<file path="src/rtl/iq_upconv_pkg.sv">
// Shared types, slot constants and the slot selection function for the
// quadrature upconverter.
package iq_upconv_pkg;

    typedef logic [1:0] phase_t;

    localparam phase_t PH_I  = 2'd0;
    localparam phase_t PH_Q  = 2'd1;
    localparam phase_t PH_NI = 2'd2;
    localparam phase_t PH_NQ = 2'd3;

    // Carrier cos/sin at fs/4 are +1,0,-1,0 and 0,+1,0,-1, so each slot passes
    // one channel, possibly inverted; the lower sideband flips the Q sign.
    function automatic logic slot_bit(input phase_t phase, input logic i,
                                      input logic q, input logic lsb);
        logic b;
        b = 1'b0;
        case (phase)
            PH_I:    b = i;
            PH_Q:    b = lsb ? ~q : q;
            PH_NI:   b = ~i;
            default: b = lsb ? q : ~q;
        endcase
        return b;
    endfunction

endpackage

</file>
<file path="src/rtl/iq_upconverter_phase_counter.sv">
// Free-running 2-bit carrier phase counter with a frame_end flag on the
// last slot of each frame.
module iq_phase_counter
    import iq_upconv_pkg::*;
(
    input  logic       clk,
    input  logic       rst_n,
    output logic [1:0] phase_o,
    output logic       frame_end_o
);

    phase_t phase_q;
    phase_t phase_d;

    assign phase_d     = phase_q + 2'd1;
    assign phase_o     = phase_q;
    assign frame_end_o = (phase_q == PH_NQ);

    always_ff @(posedge clk or negedge rst_n) begin
        if (!rst_n) begin
            phase_q <= PH_I;
        end else begin
            phase_q <= phase_d;
        end
    end

endmodule

</file>
<file path="src/rtl/iq_upconverter.sv">
// 1-bit I/Q upconverter onto an fs/4 carrier. Optional baseband I passthrough
// for DAC debug is enabled by defining IQ_UPCONV_BYPASS_EN.
module iq_upconverter
    import iq_upconv_pkg::*;
#(
    parameter bit LSB_SIDEBAND = 1'b0
) (
    input  logic clk,
    input  logic rst_n,
    input  logic data_i,
    input  logic data_q,
`ifdef IQ_UPCONV_BYPASS_EN
    input  logic bypass,
`endif
    output logic data_out
);

    logic [1:0] phase;
    logic       frame_end;

    logic i_h_q, i_h_d;
    logic q_h_q, q_h_d;
    logic out_q, out_d;

    iq_phase_counter u_phase (
        .clk         (clk),
        .rst_n       (rst_n),
        .phase_o     (phase),
        .frame_end_o (frame_end)
    );

    // Inputs are only looked at on the last slot of a frame.
    assign i_h_d = frame_end ? data_i : i_h_q;
    assign q_h_d = frame_end ? data_q : q_h_q;

    // Output uses the hold values from before this edge's load.
    always_comb begin
        out_d = slot_bit(phase, i_h_q, q_h_q, LSB_SIDEBAND);
`ifdef IQ_UPCONV_BYPASS_EN
        if (bypass) begin
            out_d = i_h_q;
        end
`endif
    end

    always_ff @(posedge clk or negedge rst_n) begin
        if (!rst_n) begin
            i_h_q <= 1'b0;
            q_h_q <= 1'b0;
            out_q <= 1'b0;
        end else begin
            i_h_q <= i_h_d;
            q_h_q <= q_h_d;
            out_q <= out_d;
        end
    end

    assign data_out = out_q;

endmodule

</file>
<file path="config.mk">
export PLATFORM = sky130hd
export DESIGN_NAME = iq_upconverter
export DESIGN_NICKNAME = d
export VERILOG_FILES = /design/src/rtl/iq_upconv_pkg.sv /design/src/rtl/iq_upconverter_phase_counter.sv /design/src/rtl/iq_upconverter.sv
export SDC_FILE = /design/constraint.sdc
export NUM_CORES = 1
export LEC_CHECK = 0
export CORE_AREA = 2 2 39 41
export DETAILED_ROUTE_END_ITERATION = 12
export DIE_AREA = 0 0 41 43
export PLACE_DENSITY = 0.38
export SETUP_SLACK_MARGIN = 0.5
export SLEW_MARGIN = 20
export SYNTH_ARGS = -nofsm -noshare
export SYNTH_HDL_FRONTEND = slang
export SYNTH_SLANG_ARGS = --single-unit
</file>
<file path="constraint.sdc">
create_clock -name clk -period 1.1 [get_ports clk]
set_input_delay 0.22 -clock clk [delete_from_list [all_inputs] [get_ports clk]]
set_output_delay 0.22 -clock clk [all_outputs]
set_load 0.005 [all_outputs]
</file>
==> run summary, run 1 <==
Die Height = 43 um
Post-route ant nets = 0
Post-synth net total = 26
Core box area = 1380 um2
Worst-Margin Slew = 0.237 ns
Fillers = 152
Mapped Area = 240 um2
Via total after detailed routing = 167
Slew headroom = 0.841
H-Tree Depth = 1
Residual DRC = 0
Worst Path Required = 1.23 ns
Cts bufs inserted = 3
Most frequent cells in the layout = 3 x clkbuf_4, 3 x dfrtp_1, 3 x clkdlybuf4s50_1, 3 x buf_4
Hold Fails Final Rpt = 0
Clock buffer depth = 2
Chip width = 41 um
Yosys warning count = 0
Pwr/cell area = 1130 nW/um2
Fraction of layout cells with a size suffix above 1 = 0.571
R2R setup slack = 0.05 ns
Levels on crit path = 2
Slowest stage cell, crit path = dfrtp_2
Crit path buf inv count = 0
Final Critical Period = 1.05 ns
RR Endpoint = q_h_q
Num rows = 14
Via density = 3.80
Ports = 5
Worst-path maximum fanout = 4
Area leader, netlist = dfrtp_1
CP top delay family = flip-flops
Initial antenna violation count = 0
Final #Nets = 38
Critical Path Max Stage Delay = 0.45 ns
Vias in the first global route = 191
Port Buffer Count = 4
Largest net degree at the start of global routing = 6
Max Clock Freq = 0.954 GHz
R2R Path Start = u_phase.phase_o[0]
Synth top area cells = dfrtp_1 52%, ha_1 26%, mux2_2 9.4%
Peak supply drop = 321 uV
CP Class = reg -> reg
Die Area = 1760 um2
Initial DRC Count = 1
Worst skew pair latency = 0.25 ns
Synth Area per Inst = 14.1 um2
CP Capture Type = flip-flop
TritonCTS clock tree = yes
Critical Path Start Type = flip-flop
CP arrival = 1.17 ns
Initial Util = 0.174
Setup TNS = 0 ns
WL final = 438 um
CTS Hold Bufs = 0
Synth Instances = 17
Distinct cells, synth = 7
1st-pass router iterations = 2
Root buffer cell = clkbuf_4
Status = completed
P&R area growth vs syn = 59.9%
CTS sink cnt = 5
Worst-path clk slew = 0.05 ns
Total Routing Usage GR = 0.0744
Yosys reg bits = 5
Clk_skew = 0.00378 ns
RSZ-0062 raised after global routing = yes
Max Slew Vio Count = 0
Max cap viols = 0
First-pass GRT wire length = 710 um
Crit share post-route = 0.953
WL/cell = 9.95 um
Worst Hold Class = in -> async
Worst Reg-to-Reg Cells = 2
Seq/Total Area, Yosys = 0.521
Crit path cell chain = ha_4 -> mux2_4
Remaining global-route overflow = 0
Setup violators final = 0
Antenna Diode Count = 0
Synth top area share = 0.521
Final Util = 0.278
Final GP Congestion = 0.619
LEAKAGE = 0.173 nW
state kept, by name, indices dropped and copies added (netlist names):
signal,flops
data_out,1
q_h_q,1
u_phase.phase_o,2
i_h_q,1
logic make-up after synthesis:
logic type	count (synthesis)	synth area share
muxes	3	0.135
adders and majority gates	5	0.260
buffers and inverters	2	0.0313
AOI/OAI and AO/OA	2	0.0521
DFF	5	0.521
timing repair:
| item | 4_1_cts | 5_1_grt |
|---|---|---|
| gates resized for setup | 12 | 3 |
| endpoints found under the hold margin | 0 | 0 |
| buffers inserted | 3 | 0 |
| pin swaps | 2 | 1 |
| setup endpoints to repair | 6 | 6 |
metrics by stage:
step | power (mW) | std cells | cell area, um2 | setup WS [ns] | hold slack (ns)
6_report | 0.436 | 44 | 384 | 0.0517 | 0.197
5_1_grt | 0.460 | 44 | 384 | 0.0280 | 0.202
4_1_cts | 0.453 | 44 | 384 | 0.0517 | 0.189
3_5_place_dp | 0.221 | 37 | 300 | 0.0346 | 0.466
3_3_place_gp | 0.220 | 37 | 300 | 0.0373 | 0.459
2_1_floorplan | 0.202 | 17 | 240 | 0.108 | -0.0756
how the worst max path moves through the flow:
| stage | from | slack [ns] | endpoint |
|---|---|---|---|
| floorplan | u_phase.phase_o[0] | 0.11 | i_h_q |
| global placement | u_phase.phase_o[0] | 0.04 | q_h_q |
| CTS | u_phase.phase_o[1] | 0.05 | q_h_q |
| global route | u_phase.phase_o[1] | 0.03 | q_h_q |
| detailed placement | u_phase.phase_o[0] | 0.03 | q_h_q |
| finish | u_phase.phase_o[0] | 0.05 | q_h_q |
cell type report:
type,instances,area (um2),share of cell area
clock buffers,4,26.3,0.0684
well taps,16,20.0,0.0521
repair buffers,7,57.6,0.150
flip-flops and latches,5,128,0.332
inverters,2,10.0,0.0261
multi-input cells,10,143,0.371
report_power, final:
part	switching [mW]	internal, mW	leakage, nW
Clock	0.0800	0.137	0.0150
Sequential	0.00310	0.190	0.0569
Combinational	0.00741	0.0174	0.101
Total	0.0905	0.345	0.173
layer usage:
metal / track usage / vias up / wire length, um / share of wire
met5: 0 / - / 0 / 0
met4: 0.100 / 0 / 21 / 0.048
met3: 0.0471 / 2 / 33 / 0.075
met2: 0.116 / 7 / 227 / 0.52
met1: 0.0421 / 80 / 154 / 0.35
li1: - / 78 / - / -
Yosys cell counts:
library cell and number:
dfrtp_1 5, ha_1 5, inv_1 2, mux2_2 2
a21oi_1 1, a22oi_1 1, mux2i_1 1
(Power assumes the default switching activity.)
==> run 2, diff against run 1 <==
- clock period: 1.1 -> 1.25 ns (I/O delays scaled with it)
==> run 2 against run 1 <==
Net effect: clock power decreased by 13%; critical path depth unchanged; register-to-register slack improved by 0.17 ns; total power decreased by 13%; sequential share of layout area increased by 1.6 points; sequential cell count unchanged; critical endpoint is now i_h_q; setup slack improved by 0.17 ns; core utilization decreased by 1.3 points; design area decreased by 4.6%; routed wire length decreased by 1.1%.
==> run summary, run 2 (synthesis gave the netlist of run 1 again) <==
Final #Nets = 36 (-5.3%)
Slew headroom = 0.844 (+0.00258)
First-pass GRT wire length = 703 um (-0.99%)
WL/cell = 10.3 um (+3.6%)
Switching Fraction = 0.202 (-0.00614)
Clock buffer depth = 2 (unchanged)
Status = completed
Pwr/cell area = 1040 nW/um2 (-8.5%)
WL final = 433 um (-1.1%)
Worst-Margin Slew = 0.233 ns (-0.00386 ns)
Die Area = 1760 um2 (unchanged)
Via density = 3.81 (+0.37%)
TritonCTS clock tree = yes
Worst Hold Class = in -> async
Residual DRC = 0 (unchanged)
P&R area growth vs syn = 52.6%
Fraction of layout cells with a size suffix above 1 = 0.538 (-0.0330)
Peak supply drop = 212 uV (-34%)
CP top delay family = flip-flops
Initial Util = 0.174 (unchanged)
Cts bufs inserted = 3 (unchanged)
Port Buffer Count = 4 (unchanged)
Worst Path Required = 1.38 ns (+0.15 ns)
CTS Hold Bufs = 0 (unchanged)
Total Routing Usage GR = 0.0744 (unchanged)
R2R Path Start = u_phase.phase_o[1]
Die Height = 43 um (unchanged)
Num rows = 14 (unchanged)
Initial DRC Count = 0 (-1)
Core box area = 1380 um2 (unchanged)
Max cap viols = 0 (unchanged)
Chip width = 41 um (unchanged)
Critical Path Start Type = flip-flop
P_int = 0.304 mW (-12%)
Final Util = 0.265 (-0.0127)
Max Clock Freq = 0.969 GHz (+1.6%)
CTS sink cnt = 5 (unchanged)
Ports = 5 (unchanged)
Max Slew Vio Count = 0 (unchanged)
H-Tree Depth = 1 (unchanged)
Clock Power Share = 0.495 (-0.004)
Combinational share of power = 0.058 (about the same)
CP Capture Type = flip-flop
Worst-path clk slew = 0.04 ns (about the same)
RSZ-0062 raised after global routing = yes
Post-route ant nets = 0 (unchanged)
Final Critical Period = 1.03 ns (-0.0165 ns)
Most frequent cells in the layout = 3 x clkbuf_4, 3 x dfrtp_1, 3 x clkdlybuf4s50_1
Worst-path maximum fanout = 4 (unchanged)
Total power = 0.380 mW (-13%)
CP arrival = 1.16 ns (about the same)
Sequential cell fraction of total power = 0.448 (+0.004)
Final GP Congestion = 0.606 (-2.1%)
1st-pass router iterations = 1 (-1)
Number of flip-flops in the largest register = 2 (unchanged)
Initial antenna violation count = 0 (unchanged)
Critical Path Max Stage Delay = 0.44 ns (about the same)
Clk_skew = 0.00108 ns (-0.00270 ns)
Setup violators final = 0 (unchanged)
Crit share post-route = 0.825 (-0.128)
Via total after detailed routing = 160 (-4.2%)
CP Class = reg -> reg
R2R setup slack = 0.22 ns (+0.17 ns)
Crit path cell chain = ha_4 -> mux2_4
RR Endpoint = i_h_q
Largest net degree at the start of global routing = 6 (unchanged)
Vias in the first global route = 183 (-4.2%)
Root buffer cell = clkbuf_4
Slowest stage cell, crit path = dfrtp_2
Worst Reg-to-Reg Cells = 2 (unchanged)
Worst skew pair latency = 0.24 ns (about the same)
Crit path buf inv count = 0 (unchanged)
Antenna Diode Count = 0 (unchanged)
Remaining global-route overflow = 0 (unchanged)
LEAKAGE = 0.162 nW (-6.1%)
Net Sw Power = 0.0766 mW (-15%)
Worst hold margin = 0.229 ns (+0.0313 ns)
Setup TNS = 0 ns (unchanged)
Hold Fails Final Rpt = 0 (unchanged)
## run 2: changes by cell type in the layout (fill, tap and decap cells not counted), sizes merged
cell and delta:
clkbuf -1, buf -1
## run 2: power groups by stage
stage / logic (mW) / registers [mW] / clock network [mW]
final: 0.0219 / 0.170 / 0.188
after global routing: 0.0237 / 0.171 / 0.205
after CTS: 0.0226 / 0.170 / 0.199
after detailed placement: 0.0218 / 0.173 / 0
after global placement: 0.0209 / 0.172 / 0
after floorplan: 0.00529 / 0.172 / 0
## run 2: per-stage QoR
step	instance area, um2	cells	setup slack, ns
after floorplan	240	17	0.258
after global placement	300	37	0.187
after detailed placement	300	37	0.181
after CTS	354	42	0.214
after global routing	367	42	0.183
final	367	42	0.218
## run 2: area by class of cell
type / count / area (um2)
Tap cell: 16 / 20.0
Inverter: 2 / 7.51
Clock buffer: 4 / 26.3
Fill cell: 152 / 1020
Multi-Input combinational cell: 10 / 143
Timing Repair Buffer: 5 / 42.5
Sequential cell: 5 / 128
## run 2: worst max-delay path by stage
| stage | end | start | slack (ns) | cells after the start |
|---|---|---|---|---|
| after floorplan | i_h_q | u_phase.phase_o[0] | 0.26 | 2 |
| after global placement | i_h_q | u_phase.phase_o[0] | 0.19 | 2 |
| final | i_h_q | u_phase.phase_o[1] | 0.22 | 2 |
| after detailed placement | i_h_q | u_phase.phase_o[0] | 0.18 | 2 |
| after CTS | i_h_q | u_phase.phase_o[1] | 0.21 | 2 |
| after global routing | data_out | u_phase.phase_o[0] | 0.18 | 4 |
## run 2: timing repair
action | in CTS | in global routing
hold endpoints to repair | 0 | 0
endpoints found under the setup margin | 5 | 5
gates resized for setup | 13 | 2
pin swaps | 2 | 2
setup buffers | 1 | 0
## run 2: worst register-to-register path, stage by stage, from the launching register on
cell and delay (ns):
dfrtp_2 0.44, ha_4 0.19, mux2_4 0.29
## run 2: metal layers
layer	routed length, um	track usage
met1	132	0.0453
met2	216	0.103
met3	54	0.0471
met4	29	0.120
met5	0	0
==> run 3, diff against run 2 <==
- clock period: 1.25 -> 1 ns (I/O delays scaled with it)
==> run 3 against run 2 <==
Net effect: the flow now finishes with violations (negative setup slack); register-to-register slack worse by 0.25 ns; global-route usage is 1.7 points lower; design area is 4.8% lower; routed wire length is 8.1% lower; hold slack worse by 0.040 ns; clock skew is 0.00061 ns higher; critical endpoint unchanged; sequential power is 25% higher; fmax hardly changed; critical path type unchanged; total power is 23% higher; die area stayed put.
==> run summary, run 3 (synthesis gave the netlist of run 1 again) <==
Slowest stage cell, crit path = dfrtp_2
WL/cell = 9.71 um (-5.8%)
CP Capture Type = flip-flop
Hold Fails Final Rpt = 0 (unchanged)
CTS Hold Bufs = 0 (unchanged)
Detailed placer's ending HPWL = 286 um
Slew headroom = 0.839 (-0.00537)
CP Class = reg -> reg
Port Buffer Count = 4 (unchanged)
Post-CTS setup repair buffer count = 0 (-1)
Residual DRC = 0 (unchanged)
Ports = 5 (unchanged)
Number of flip-flops in the largest register = 2 (unchanged)
Root buffer cell = clkbuf_4
Clock buffer depth = 2 (unchanged)
Die Height = 43 um (unchanged)
Layout Cells excl Fill = 41 (-2.4%)
Net Sw Power = 0.0904 mW (+18%)
Initial antenna violation count = 0 (unchanged)
Vias in the first global route = 158 (-14%)
Via density = 3.73 (-2.0%)
Status = complete, but fails checks
RR Endpoint = i_h_q
Max cap viols = 0 (unchanged)
RSZ-0062 raised after global routing = yes
Total Routing Usage GR = 0.0575 (-0.0170)
Total power = 0.469 mW (+23%)
CTS sink cnt = 5 (unchanged)
Crit share post-route = 1.03 (+0.207)
CP top delay family = flip-flops
Setup violators final = 2 (+2)
Crit path buf inv count = 0 (unchanged)
Peak supply drop = 330 uV (+55%)
CP arrival = 1.15 ns (about the same)
Worst-path clk slew = 0.04 ns (about the same)
Sequential cell fraction of total power = 0.454 (+0.006)
WL final = 398 um (-8.1%)
R2R Path Start = u_phase.phase_o[1]
Cts bufs inserted = 3 (unchanged)
Final worst setup slack = -0.0320 ns (-0.250 ns)
Post-route ant nets = 0 (unchanged)
Worst-path maximum fanout = 4 (unchanged)
Setup TNS = -0.0613 ns (-0.0613 ns)
H-Tree Depth = 1 (unchanged)
Remaining global-route overflow = 0 (unchanged)
Most frequent cells in the layout = 3 x clkbuf_4, 3 x dfrtp_1, 3 x clkdlybuf4s50_1
LEAKAGE = 0.155 nW (-4.4%)
Chip width = 41 um (unchanged)
First-pass GRT wire length = 586 um (-17%)
Fraction of layout cells with a size suffix above 1 = 0.520 (-0.0185)
Max Clock Freq = 0.969 GHz (about the same)
Die Area = 1760 um2 (unchanged)
Max Slew Vio Count = 0 (unchanged)
Failing checks = negative setup slack
Final #Nets = 35 (-2.8%)
Final GP Congestion = 0.584 (-3.7%)
Worst Reg-to-Reg Cells = 2 (unchanged)
Critical Path Max Stage Delay = 0.44 ns (about the same)
Initial Util = 0.174 (unchanged)
Switching Fraction = 0.193 (-0.00901)
Worst Path Required = 1.12 ns (-0.26 ns)
R2R setup slack = -0.03 ns (-0.25 ns)
Worst hold margin = 0.189 ns (-0.0400 ns)
Final Critical Period = 1.03 ns (+0.000172 ns)
Crit path cell chain = ha_4 -> mux2_4
Pwr/cell area = 1340 nW/um2 (+30%)
Via total after detailed routing = 153 (-4.4%)
Antenna Diode Count = 0 (unchanged)
Core box area = 1380 um2 (unchanged)
Worst Hold Class = in -> async
Largest net degree at the start of global routing = 6 (unchanged)
TritonCTS clock tree = yes
P_int = 0.379 mW (+25%)
Combinational share of power = 0.058 (about the same)
P&R area growth vs syn = 45.3%
Critical Path Start Type = flip-flop
1st-pass router iterations = 1 (unchanged)
Worst skew pair latency = 0.24 ns (about the same)
Worst-Margin Slew = 0.241 ns (+0.00802 ns)
Clock Power Share = 0.488 (-0.007)
Initial DRC Count = 0 (unchanged)
Num rows = 14 (unchanged)
Clk_skew = 0.00169 ns (+0.000606 ns)
Dpl cells = 37 (unchanged)
[run 3: routing by layer]
layer	global-route usage	share of wire	wire (um)
met1	0.0489	0.44	174
met2	0.0750	0.46	185
met3	0.0471	0.093	37
met4	0.0600	0	0
met5	0	0	0
[run 3: worst max path at each step]
| stage | depth (start not counted) | endpoint | slack, ns | start |
|---|---|---|---|---|
| finish | 2 | i_h_q | -0.03 | u_phase.phase_o[1] |
| CTS | 2 | i_h_q | -0.05 | u_phase.phase_o[1] |
| global route | 2 | q_h_q | -0.06 | u_phase.phase_o[1] |
| floorplan | 2 | i_h_q | 0.008 | u_phase.phase_o[0] |
| global placement | 2 | q_h_q | -0.07 | u_phase.phase_o[0] |
| detailed placement | 2 | q_h_q | -0.07 | u_phase.phase_o[0] |
[run 3: layout make-up]
type | instances | area [um2]
Tap cell | 16 | 20.0
Timing Repair Buffer | 4 | 35.0
Fill cell | 140 | 1030
Clock buffer | 4 | 26.3
Inverter | 2 | 7.51
Multi-Input combinational cell | 10 | 133
Sequential cell | 5 | 128
[run 3: power groups by stage]
stage | combinational [mW] | clock [mW] | sequential [mW]
3_3_place_gp | 0.0264 | 0 | 0.216
6_report | 0.0272 | 0.229 | 0.213
4_1_cts | 0.0293 | 0.246 | 0.213
5_1_grt | 0.0296 | 0.259 | 0.213
2_1_floorplan | 0.00661 | 0 | 0.215
3_5_place_dp | 0.0271 | 0 | 0.216
[run 3: per-stage QoR]
| stage | instance area (um2) | setup WS [ns] | util |
|---|---|---|---|
| finish | 349 | -0.0320 | 0.252 |
| floorplan | 240 | 0.00844 | - |
| global placement | 300 | -0.0656 | 0.217 |
| detailed placement | 300 | -0.0653 | 0.217 |
| CTS | 337 | -0.0539 | 0.243 |
| global route | 349 | -0.0588 | 0.252 |
[run 3: repair_timing]
item	in CTS	in global routing
cloned	0	0
endpoints found under the setup margin	6	6
pin swaps	1	1
resized for setup	5	8
